$ cat config.mk
export PLATFORM = sky130hd
export DESIGN_NAME = spi_regbank
export DESIGN_NICKNAME = d
export VERILOG_FILES = /design/src/rtl/spi_regbank.sv
export SDC_FILE = /design/constraint.sdc
export NUM_CORES = 1
export LEC_CHECK = 0
export ABC_AREA = 1
export BUFFER_PORTS_ARGS = -buffer_cell sky130_fd_sc_hd__buf_2
export CAP_MARGIN = 20
export CORE_UTILIZATION = 30
export CTS_BUF_LIST = sky130_fd_sc_hd__clkbuf_16
export CTS_CLUSTER_SIZE = 30
export DETAILED_ROUTE_END_ITERATION = 7
export GPL_TIMING_DRIVEN = 0
export PLACE_DENSITY_LB_ADDON = 0.05
export SLEW_MARGIN = 0
export SYNTH_ARGS = -nofsm -noshare
export SYNTH_HDL_FRONTEND = slang
export SYNTH_SLANG_ARGS = --single-unit
$ cat constraint.sdc
create_clock -name clk -period 4.3 [get_ports clk]
set_clock_uncertainty 0.2 [all_clocks]
set_input_delay 0 -clock clk [delete_from_list [all_inputs] [get_ports clk]]
set_output_delay 0 -clock clk [all_outputs]
set_load 0.01 [all_outputs]
$ cat src/rtl/spi_regbank.sv
//------------------------------------------------------------------------------
// spi_regbank
//
// SPI (mode 0, MSB first) slave giving a host access to a small bank of
// registers and a read-only memory window.
//
// A transaction is: ncs fall, an 8-bit control byte {wr, mem, idx[5:0]}, then
// data words until ncs rises.  While the control byte is clocked in, miso
// returns a signature byte (8'hA5, or 8'h25 while the sticky error is set).
//   mem=0 : register access.  A read returns reg_d[i] for read-only registers
//           and reg_q[i] otherwise.  A write commits on the last bit of the
//           word.  Without burst mode only one word is transferred and the
//           remaining bits are drained.
//   mem=1 : memory read stream.  mem_addr restarts at 0 and advances by one
//           after each word is loaded.
//
// Optional feature (compile-time macro SPI_REGBANK_BURST_EN):
//   defined   : the register index auto-increments after every REG word.
//   undefined : one REG word per transaction, then DRAIN.
//
// Ports
//   clk        system clock (at least 8x sck)
//   rst_n      synchronous active-low reset
//   sck/mosi/ncs  raw asynchronous SPI inputs
//   miso       SPI data out (registered)
//   reg_d      NREG*DW status inputs, slice i belongs to register i
//   reg_q      NREG*DW writable register contents
//   wr_strobe  one-clk pulse when a register write commits
//   wr_idx     index of the committed register
//   err        sticky bad-index flag
//   mem_data   memory read data (1 clk latency after mem_addr)
//   mem_addr   memory read address
//------------------------------------------------------------------------------
module spi_regbank #(
   parameter int              NREG    = 4,
   parameter int              DW      = 32,
   parameter logic [NREG-1:0] RO_MASK = 4'b0010,
   parameter logic [DW-1:0]   RST_VAL = {DW{1'b0}},
   parameter int              MEM_AW  = 12,
   parameter int              MEM_DW  = 16
) (
   input  logic                 clk,
   input  logic                 rst_n,
   input  logic                 sck,
   input  logic                 mosi,
   input  logic                 ncs,
   output logic                 miso,
   input  logic [NREG*DW-1:0]   reg_d,
   output logic [NREG*DW-1:0]   reg_q,
   output logic                 wr_strobe,
   output logic [5:0]           wr_idx,
   output logic                 err,
   input  logic [MEM_DW-1:0]    mem_data,
   output logic [MEM_AW-1:0]    mem_addr
);

   // Transmit shift register is wide enough for any word; words are loaded
   // MSB-aligned so miso is always its top bit.
   localparam int SW0 = (DW > MEM_DW) ? DW : MEM_DW;
   localparam int SW  = (SW0 > 8) ? SW0 : 8;

`ifdef SPI_REGBANK_BURST_EN
   localparam logic BURST = 1'b1;
`else
   localparam logic BURST = 1'b0;
`endif

   typedef enum logic [2:0] {
      IDLE  = 3'd0,
      CTRL  = 3'd1,
      REG   = 3'd2,
      MEM   = 3'd3,
      DRAIN = 3'd4
   } state_t;

   state_t            state_r;
   state_t            state_nxt_s;

   logic              sck_meta_r, sck_sync_r, sck_prev_r;
   logic              mosi_meta_r, mosi_sync_r;
   logic              ncs_meta_r, ncs_sync_r, ncs_prev_r;
   logic              sck_rise_s, sck_fall_s, ncs_fall_s, ncs_rise_s;

   logic [DW-1:0]     rx_sh_r;
   logic [SW-1:0]     tx_sh_r;
   logic [7:0]        bit_cnt_r;
   logic              load_pend_r;
   logic              wr_r;
   logic [6:0]        cur_idx_r;
   logic [6:0]        next_idx_s;
   logic              commit_r;
   logic              wr_strobe_r;
   logic [5:0]        wr_idx_r;
   logic              err_r;
   logic              mem_inc_r;
   logic [MEM_AW-1:0] mem_addr_r;
   logic [DW-1:0]     reg_arr_r [NREG];

   logic [7:0]        ctrl_s;
   logic              ctrl_done_s, reg_done_s, mem_done_s;
   logic              valid_idx_s, next_valid_s, ro_sel_s;
   logic [DW-1:0]     rd_word_s;
   logic [SW-1:0]     ctrl_word_s, reg_word_s, mem_word_s;

   // Two-flop synchronisers plus one history flop for edge detection.
   // The ncs chain resets low so that a select already held low when reset
   // is released is not mistaken for a fresh ncs fall.
   always_ff @(posedge clk) begin
      if (!rst_n) begin
         sck_meta_r  <= 1'b0;
         sck_sync_r  <= 1'b0;
         sck_prev_r  <= 1'b0;
         mosi_meta_r <= 1'b0;
         mosi_sync_r <= 1'b0;
         ncs_meta_r  <= 1'b0;
         ncs_sync_r  <= 1'b0;
         ncs_prev_r  <= 1'b0;
      end else begin
         sck_meta_r  <= sck;
         sck_sync_r  <= sck_meta_r;
         sck_prev_r  <= sck_sync_r;
         mosi_meta_r <= mosi;
         mosi_sync_r <= mosi_meta_r;
         ncs_meta_r  <= ncs;
         ncs_sync_r  <= ncs_meta_r;
         ncs_prev_r  <= ncs_sync_r;
      end
   end

   assign sck_rise_s = sck_sync_r & ~sck_prev_r;
   assign sck_fall_s = ~sck_sync_r & sck_prev_r;
   assign ncs_fall_s = ~ncs_sync_r & ncs_prev_r;
   assign ncs_rise_s = ncs_sync_r & ~ncs_prev_r;

   // Control byte as it stands on the rising edge of its 8th bit.
   assign ctrl_s      = {rx_sh_r[6:0], mosi_sync_r};
   assign ctrl_done_s = (state_r == CTRL) && sck_rise_s && (bit_cnt_r == 8'd7);
   assign reg_done_s  = (state_r == REG) && sck_rise_s && (bit_cnt_r == 8'(DW - 1));
   assign mem_done_s  = (state_r == MEM) && sck_rise_s && (bit_cnt_r == 8'(MEM_DW - 1));

   // Index saturates at 127 so a long burst can never wrap back onto a valid register.
   assign next_idx_s   = (cur_idx_r == 7'h7F) ? cur_idx_r : (cur_idx_r + 7'd1);
   assign valid_idx_s  = (cur_idx_r < 7'(NREG));
   assign next_valid_s = (next_idx_s < 7'(NREG));

   // Read-back mux: status input for read-only registers, stored value otherwise.
   always_comb begin
      rd_word_s = {DW{1'b0}};
      ro_sel_s  = 1'b0;
      for (int i = 0; i < NREG; i++) begin
         if (cur_idx_r == 7'(i)) begin
            ro_sel_s  = RO_MASK[i];
            rd_word_s = RO_MASK[i] ? reg_d[i*DW +: DW] : reg_arr_r[i];
         end else begin
            ro_sel_s  = ro_sel_s;
            rd_word_s = rd_word_s;
         end
      end
   end

   // MSB-aligned load images for the transmit shift register.
   always_comb begin
      ctrl_word_s = {SW{1'b0}};
      reg_word_s  = {SW{1'b0}};
      mem_word_s  = {SW{1'b0}};
      if (err_r) begin
         ctrl_word_s[SW-1 -: 8] = 8'h25;
      end else begin
         ctrl_word_s[SW-1 -: 8] = 8'hA5;
      end
      if (valid_idx_s) begin
         reg_word_s[SW-1 -: DW] = rd_word_s;
      end else begin
         reg_word_s = {SW{1'b0}};
      end
      mem_word_s[SW-1 -: MEM_DW] = mem_data;
   end

   // FSM state register.
   always_ff @(posedge clk) begin
      if (!rst_n) begin
         state_r <= IDLE;
      end else begin
         state_r <= state_nxt_s;
      end
   end

   // FSM next-state logic; ncs rise always wins.
   always_comb begin
      state_nxt_s = state_r;
      case (state_r)
         IDLE: begin
            if (ncs_fall_s) begin
               state_nxt_s = CTRL;
            end else begin
               state_nxt_s = IDLE;
            end
         end
         CTRL: begin
            if (ncs_rise_s) begin
               state_nxt_s = IDLE;
            end else if (ctrl_done_s) begin
               state_nxt_s = ctrl_s[6] ? MEM : REG;
            end else begin
               state_nxt_s = CTRL;
            end
         end
         REG: begin
            if (ncs_rise_s) begin
               state_nxt_s = IDLE;
            end else if (reg_done_s) begin
               state_nxt_s = BURST ? REG : DRAIN;
            end else begin
               state_nxt_s = REG;
            end
         end
         MEM, DRAIN: begin
            if (ncs_rise_s) begin
               state_nxt_s = IDLE;
            end else begin
               state_nxt_s = state_r;
            end
         end
         default: begin
            state_nxt_s = IDLE;
         end
      endcase
   end

   // Shift datapath, word sequencing, write commit request and sticky error.
   // Bits are taken on sck rise; miso moves on sck fall.  A word boundary
   // seen on a rise arms load_pend_r so the next fall loads a fresh word
   // instead of shifting.
   always_ff @(posedge clk) begin
      if (!rst_n) begin
         rx_sh_r     <= {DW{1'b0}};
         tx_sh_r     <= {SW{1'b0}};
         bit_cnt_r   <= 8'd0;
         load_pend_r <= 1'b0;
         wr_r        <= 1'b0;
         cur_idx_r   <= 7'd0;
         commit_r    <= 1'b0;
         wr_idx_r    <= 6'd0;
         err_r       <= 1'b0;
         mem_inc_r   <= 1'b0;
      end else begin
         commit_r  <= 1'b0;
         mem_inc_r <= 1'b0;
         case (state_r)
            IDLE: begin
               bit_cnt_r   <= 8'd0;
               load_pend_r <= 1'b0;
               // First control-byte bit goes out immediately on select.
               tx_sh_r     <= ncs_fall_s ? ctrl_word_s : {SW{1'b0}};
            end
            CTRL, REG, MEM, DRAIN: begin
               if (ncs_rise_s) begin
                  tx_sh_r     <= {SW{1'b0}};
                  bit_cnt_r   <= 8'd0;
                  load_pend_r <= 1'b0;
               end else if (sck_rise_s) begin
                  if (state_r != DRAIN) begin
                     rx_sh_r   <= {rx_sh_r[DW-2:0], mosi_sync_r};
                     bit_cnt_r <= bit_cnt_r + 8'd1;
                  end
                  if (ctrl_done_s) begin
                     bit_cnt_r   <= 8'd0;
                     load_pend_r <= 1'b1;
                     wr_r        <= ctrl_s[7];
                     cur_idx_r   <= {1'b0, ctrl_s[5:0]};
                     if (!ctrl_s[6] && ({1'b0, ctrl_s[5:0]} >= 7'(NREG))) begin
                        err_r <= 1'b1;
                     end
                  end else if (reg_done_s) begin
                     bit_cnt_r <= 8'd0;
                     if (wr_r && valid_idx_s && !ro_sel_s) begin
                        commit_r <= 1'b1;
                        wr_idx_r <= cur_idx_r[5:0];
                     end
                     if (wr_r && (cur_idx_r == 7'd63)) begin
                        err_r <= 1'b0;
                     end
                     if (BURST) begin
                        cur_idx_r   <= next_idx_s;
                        load_pend_r <= 1'b1;
                        // Each burst word is checked on its own index.
                        if (!next_valid_s) begin
                           err_r <= 1'b1;
                        end
                     end else begin
                        tx_sh_r <= {SW{1'b0}};
                     end
                  end else if (mem_done_s) begin
                     bit_cnt_r   <= 8'd0;
                     load_pend_r <= 1'b1;
                  end
               end else if (sck_fall_s) begin
                  if (load_pend_r) begin
                     load_pend_r <= 1'b0;
                     if (state_r == MEM) begin
                        tx_sh_r   <= mem_word_s;
                        mem_inc_r <= 1'b1;
                     end else begin
                        tx_sh_r <= reg_word_s;
                     end
                  end else begin
                     tx_sh_r <= {tx_sh_r[SW-2:0], 1'b0};
                  end
               end
            end
            default: begin
               tx_sh_r     <= {SW{1'b0}};
               bit_cnt_r   <= 8'd0;
               load_pend_r <= 1'b0;
            end
         endcase
      end
   end

   // Register storage: commit one clk after the last data bit, strobe alongside.
   // Read-only slices are never written and therefore stay at zero.
   always_ff @(posedge clk) begin
      if (!rst_n) begin
         wr_strobe_r <= 1'b0;
         for (int i = 0; i < NREG; i++) begin
            reg_arr_r[i] <= RO_MASK[i] ? {DW{1'b0}} : RST_VAL;
         end
      end else begin
         wr_strobe_r <= commit_r;
         for (int i = 0; i < NREG; i++) begin
            if (commit_r && (wr_idx_r == 6'(i))) begin
               reg_arr_r[i] <= rx_sh_r;
            end
         end
      end
   end

   // Memory address: restart on select, advance after each word load (wraps).
   always_ff @(posedge clk) begin
      if (!rst_n) begin
         mem_addr_r <= {MEM_AW{1'b0}};
      end else if ((state_r == IDLE) && ncs_fall_s) begin
         mem_addr_r <= {MEM_AW{1'b0}};
      end else if (mem_inc_r) begin
         mem_addr_r <= mem_addr_r + {{(MEM_AW-1){1'b0}}, 1'b1};
      end
   end

   genvar g;
   generate
      for (g = 0; g < NREG; g++) begin : g_reg_q
         assign reg_q[g*DW +: DW] = reg_arr_r[g];
      end
   endgenerate

   assign miso      = tx_sh_r[SW-1];
   assign wr_strobe = wr_strobe_r;
   assign wr_idx    = wr_idx_r;
   assign err       = err_r;
   assign mem_addr  = mem_addr_r;

endmodule

Word level (Yosys, flattened, before mapping)

Memories as Yosys holds them, arrays and structs flattened.
Index checks and enable logic that the tools add are counted.

Register bits: 113
Input port bits: 149
RAM bits: 128
Memories kept: 1
Logic and storage cells: 163
Output and inout bits: 149

Memory list:

| memory    | depth | bits a word | rd ports | clocked after Yosys merged registers in | write ports | line | RTL |
|---|---|---|---|---|---|---|---|
| reg_arr_r | 4     | 32          | 4        | 0                                       | 4           | 97   | `logic [DW-1:0] reg_arr_r [NREG];` |

Multiplexer cells: 58
Add/sub/neg operators: 2
Reductions and logical operators: 37
Bitwise logic cells: 20
$lt $le $gt $ge: 2
Equality and inequality tests: 22

Operators with widths:

| cell                                                 | count |
|---|---|
| two-way mux 32 bit                                   | 17 |
| one-hot mux 32 bit (2 select lines)                  | 1 |
| two-way mux 8 bit                                    | 5 |
| two-way mux 1 bit                                    | 29 |
| == test 6 x 2 -> 1 bit (second input constant)       | 4 |
| logical AND 1 bit                                    | 15 |
| adder 12 x 1 -> 12 bit (second input constant)       | 1 |
| == test 6 x 1 -> 1 bit (second input constant)       | 2 |
| != test 4 bit (second input constant)                | 3 |
| NOT 1 bit                                            | 12 |
| one-hot mux 3 bit (4 select lines)                   | 1 |
| AND reduction 6 bit                                  | 2 |
| OR reduction 6 bit                                   | 2 |
| two-way mux 3 bit                                    | 3 |
| adder 8 x 1 -> 8 bit (second input constant)         | 1 |
| == test 8 x 3 -> 1 bit (second input constant)       | 1 |
| == test 8 x 4 -> 1 bit (second input constant)       | 1 |
| == test 8 x 5 -> 1 bit (second input constant)       | 1 |
| AND reduction 4 bit                                  | 2 |
| logical NOT 7 bit                                    | 1 |
| == test 3 x 2 -> 1 bit (second input constant)       | 2 |
| == test 6 bit (second input constant)                | 1 |
| >= comparator 6 x 3 -> 1 bit (second input constant) | 1 |
| logical NOT 6 bit                                    | 1 |
| other kinds (19)                                     | 32 |

Logic depth before layout (Yosys ltp)

Word-level depth: 12
Mapped depth: 12
Depth with buffers taken out: 11

Least setup slack after synthesis

Ideal clock, no wire load.

Path kind: reg-to-reg
From: register wr_idx_r[3], in the netlist wr_idx[3]
To: memory reg_arr_r[0][0] (enable)
Period minus slack after synthesis: 2.067 ns
Setup slack: 2.233 ns
Cell stages (with the launch flop): 6
Required time: 3.711 ns
Arrival time: 1.477 ns
Setup time: 0.389 ns
Path buffers: 0
Cells stage by stage: dfxtp_1 > nor2_1 > nand2_1 > nor2_1 > nand3_1 > nand2_1

RTL lines:

| element                | line | RTL |
|---|---|---|
| start, declared        | 93   | `logic [5:0] wr_idx_r;` |
| start signal, assigned | 278  | `wr_idx_r <= cur_idx_r[5:0];` |
| end, declared          | 97   |  |

Final worst setup path

From: register cur_idx_r[2]
To: register tx_sh_r[25]

Longest elaborated chain between the ends: 12
Elaborated cells on any way between the ends: 16
Classes of those cells: order compare: 1; eq/ne: 3; mux: 11; reduce/logical: 1

RTL lines:

| element                                 | line | RTL |
|---|---|---|
| start, declared                         | 89   | `logic [6:0] cur_idx_r;` |
| start signal, assigned                  | 270  | `cur_idx_r <= {1'b0, ctrl_s[5:0]};` |
| start signal, assigned                  | 284  | `cur_idx_r <= next_idx_s;` |
| logical NOT 7 bit                       | 151  | `if (cur_idx_r == 7'(i)) begin` |
| two-way mux 32 bit (4 in series)        | 151  |  |
| two-way mux 32 bit (*)                  | 171  | `if (valid_idx_s) begin` |
| two-way mux 32 bit (*)                  | 300  | `if (state_r == MEM) begin` |
| two-way mux 32 bit (*)                  | 298  | `if (load_pend_r) begin` |
| two-way mux 32 bit (*)                  | 297  | `end else if (sck_fall_s) begin` |
| two-way mux 32 bit (*)                  | 261  | `end else if (sck_rise_s) begin` |
| two-way mux 32 bit (*)                  | 257  | `if (ncs_rise_s) begin` |
| one-hot mux 32 bit (2 select lines) (*) | 249  | `case (state_r)` |
| end signal, assigned                    | 254  | `tx_sh_r <= ncs_fall_s ? ctrl_word_s : {SW{1'b0}};` |
| end signal, assigned                    | 258  | `tx_sh_r <= {SW{1'b0}};` |
| end signal, assigned                    | 301  | `tx_sh_r <= mem_word_s;` |
| end, declared                           | 85   | `logic [SW-1:0] tx_sh_r;` |

Mark *: on every way between the ends. The rest lies on a longest branch, timed or not. The select of a mux whose other input is x is not followed.
A chain may end at the register's enable or synchronous reset.

==> results.yml <==
synthesis:
  yosysTopAreaCell: "edfxtp_1"
  yosysWarningCount: 0
  yosys_most_used_dff: "edfxtp_1"
  syn-num-nets: 1397
  ys_seq_elements: 241
  syn_inst: 1244
  ys_top_cells_by_area: "edfxtp_1 (36%), dfxtp_1 (21%), nand2_1 (9.7%)"
  netlist_area_um2: 10720
  synthTopCellsByCount: "nand2_1 (277), nor2_1 (208), edfxtp_1 (128)"
  ys_types: 39
  yosysMostFrequentCell: "nand2_1"
  synth_edf_count: 128
  avgSynthCellArea_um2: 8.617
  yosysSeqAreaShare_pct: 56.96
  synth-async-reset-ratio_pct: 0
  netlist.area_leader.share_pct: 35.86
detailed_routing:
  via_count: 9401
  drc_errors: 0
  met3_wirelength_mm: 1.831
  ant_nets: 0
  drt_iter0_markers: 640
  detail_route.wl_per_cell_um: 18.56
  via_per_inst: 4.682
  maxUsedRoutingLayer: "met4"
  met2_wirelength_mm: 17.42
  drt-met1-wl_mm: 17.22
  drtPass1Iterations: 5
  wirelength_mm: 37.26
die:
  io_pins: 298
  core_area_um2: 34880
  die-area_um2: 36490
  initial_core_util_pct: 30.73
  num_rows: 68
  die_y_um: 191.0
  fp.dieW_um: 191.0
clocking:
  clock-sinks: 241
  clockRootBuffer: "clkbuf_16"
  cts_resized: 0
  path_clk_slew_ns: 0.06
  h-tree-depth: 1
  cts-buffers-inserted: 28
  cts_tree: "done"
  insertion_delay_ns: 0.54
  clock_path_buffers: 3
critical_path:
  endpoint: "tx_sh_r[25]"
  critPathBufInv: 2
  r2r_setup_slack_ns: 1.36
  max_stage_delay_ns: 0.55
  cp_slowest_cell: "dlygate4sd3_1"
  cp-start-kind: "flop"
  path_max_fanout: 10
  r2r_cells: 11
  cp_common_cell: "nand2_1"
  crit_required_ns: 4.56
  crit_chain: "nor2_4 -> nand2_4 -> nor3_4 -> buf_6 -> nand2_1 -> nand3_1 -> nand2_1 -> nand2_1 -> dlygate4sd3_1 -> nand3_1 -> a21oi_2"
  critical_path.endpoint_type: "flop"
  path_class: "flop to flop"
  critPathLaunch: "cur_idx_r[2]"
  critPathTopFamily: "simple AND/OR/NAND/NOR gates"
  cp.arrival_ns: 3.20
  regToRegStartpoint: "cur_idx_r[2]"
  crit_cells: 11
  r2r_end: "tx_sh_r[25]"
sta:
  grt_setup_unrepaired: "false"
  hold_violations: 0
  max_freq_mhz: 339.6
  setup_viol: 0
  tightest_slew_ns: 1.053
  fin_tns_setup_ns: 0
  fin_crit_sh_pct: 68.48
  maxSlewHeadroom_pct: 29.83
  slew_viol_final: 0
  post-route-min-period_ns: 2.945
  layout_setup_ws_ns: 1.355
run:
  drv_cap: 0
global_route:
  antenna_found_initial: 1
  grt_pass1_vias: 9181
  grt_start_max_net_pins: 33
  grt_use_total_pct: 20.18
  grt_pass1_wl_mm: 54.97
  overflow: 0
place:
  dp_hpwl_mm: 26.86
  dp.cells: 1902
  pre_cts_ws_ns: 1.748
  portBuffers: 201
  dpl_cell_area_um2: 12340
  routabilityCongestion: 0.8085
pwr:
  p_leak_nw: 5.555
  peakVddDrop_v: 0.0002609
  power_mw: 4.999
  power_density_nw_per_um2: 364.2
worst_hold_path:
  hold_path.class: "input pin to flop"
  hold_depth: 9
finish:
  drive_above_1_share_pct: 20.67
  final_cell_area_um2: 13720
  finalNonFillerCells: 2008
  fin_nets: 1684
  antenna-diode-count: 0
  syn_to_final_growth_pct: 28.04
status:
  status: "completed"
report_power, final:
part           total (mW)  internal (mW)  switching [mW]  leakage (nW)
clock                2.22           1.26           0.951         0.444
sequential           2.52           2.48          0.0370          2.15
combinational       0.263          0.104           0.159          2.97
total                5.00           3.85            1.15          5.56
sequential cells by signal (all words and copies together) (netlist names), 3 cells and up:
| signal | cells |
|---|---|
| bit_cnt_r | 8 |
| cur_idx_r | 6 |
| mem_addr | 12 |
| reg_arr_r | 128 |
| rx_sh_r | 32 |
| state_r | 3 |
| tx_sh_r | 32 |
| wr_idx | 6 |
layout make-up:
type / count / area (um^2)
Clock buffer: 29 / 725.7
Inverter: 122 / 457.9
Buffer: 55 / 337.8
Fill cell: 3658 / 21160
Clock inverter: 23 / 118.9
Timing Repair Buffer: 257 / 1587
Sequential cell: 241 / 6106
Multi-Input combinational cell: 826 / 3822
Tap cell: 455 / 569.3
per-layer routing:
layer | track usage, % | vias to the layer above
met5 | 0 | -
met4 | 5.446 | 0
met3 | 2.882 | 45
met2 | 33.32 | 236
met1 | 27.41 | 4465
li1 | - | 4655
cell families after synthesis:
group | after synthesis | share of synthesized area, %
buf+inv | 177 | 7.424
xor+xnor | 5 | 0.4085
simple gates | 632 | 25.25
fa+ha+maj | 4 | 0.4669
compound gates | 185 | 9.490
flops | 241 | 56.96
worst register-to-register path: cells and delay by family (launching register included):
kind,cells,cell delay (ns)
AO/OA/AOI/OAI,1,0.13
buffers and inverters,2,0.84
flip-flops,1,0.35
AND/OR/NAND/NOR,8,1.37
cells in the final DEF, fill, tap and decap left out, types with 4 or more instances in the layout:
cell type / netlist / layout
a21oi_1: 86 / 86
edfxtp_1: 128 / 128
or2_2: 22 / 22
nor2_1: 208 / 208
ha_1: 4 / 4
inv_1: 117 / 124
nand4_1: 21 / 21
clkinv_1: 2 / 12
nor2_4: 8 / 8
dlygate4sd3_1: 1 / 55
a21oi_2: 12 / 12
nor3_1: 7 / 7
clkbuf_1: 23 / 23
buf_6: 6 / 6
a211oi_1: 6 / 6
clkinv_2: 0 / 5
nand2_1: 277 / 275
xnor2_1: 4 / 4
clkbuf_16: 0 / 29
o21ai_0: 74 / 74
dfxtp_1: 113 / 113
buf_2: 13 / 214
nand3_1: 77 / 77
clkbuf_8: 4 / 4
per-stage QoR:
step	hold slack (ns)	utilization, %
global route	0.06655	39.34
detailed placement	-0.008108	35.37
floorplan	-0.1024	-
CTS	0.001446	39.34
global placement	-0.009298	35.24
finish	0.02345	39.34
worst min-delay path by stage:
stage                          from           to  slack [ns]
after global placement          ncs   ncs_meta_r      -0.009
after detailed placement        ncs   ncs_meta_r      -0.008
after floorplan                mosi  mosi_meta_r       -0.10
final                     reg_d[63]  tx_sh_r[31]        0.02
after global routing      reg_d[63]  tx_sh_r[31]        0.07
after CTS                 reg_d[63]  tx_sh_r[31]       0.001
timing repair:
action / 4_1_cts / 5_1_grt
endpoints found under the hold margin: 50 / 0
buffers inserted: 0 / 0
hold buffers: 54 / 0
setup endpoints to repair: 0 / 0
(Power assumes the default switching activity.)
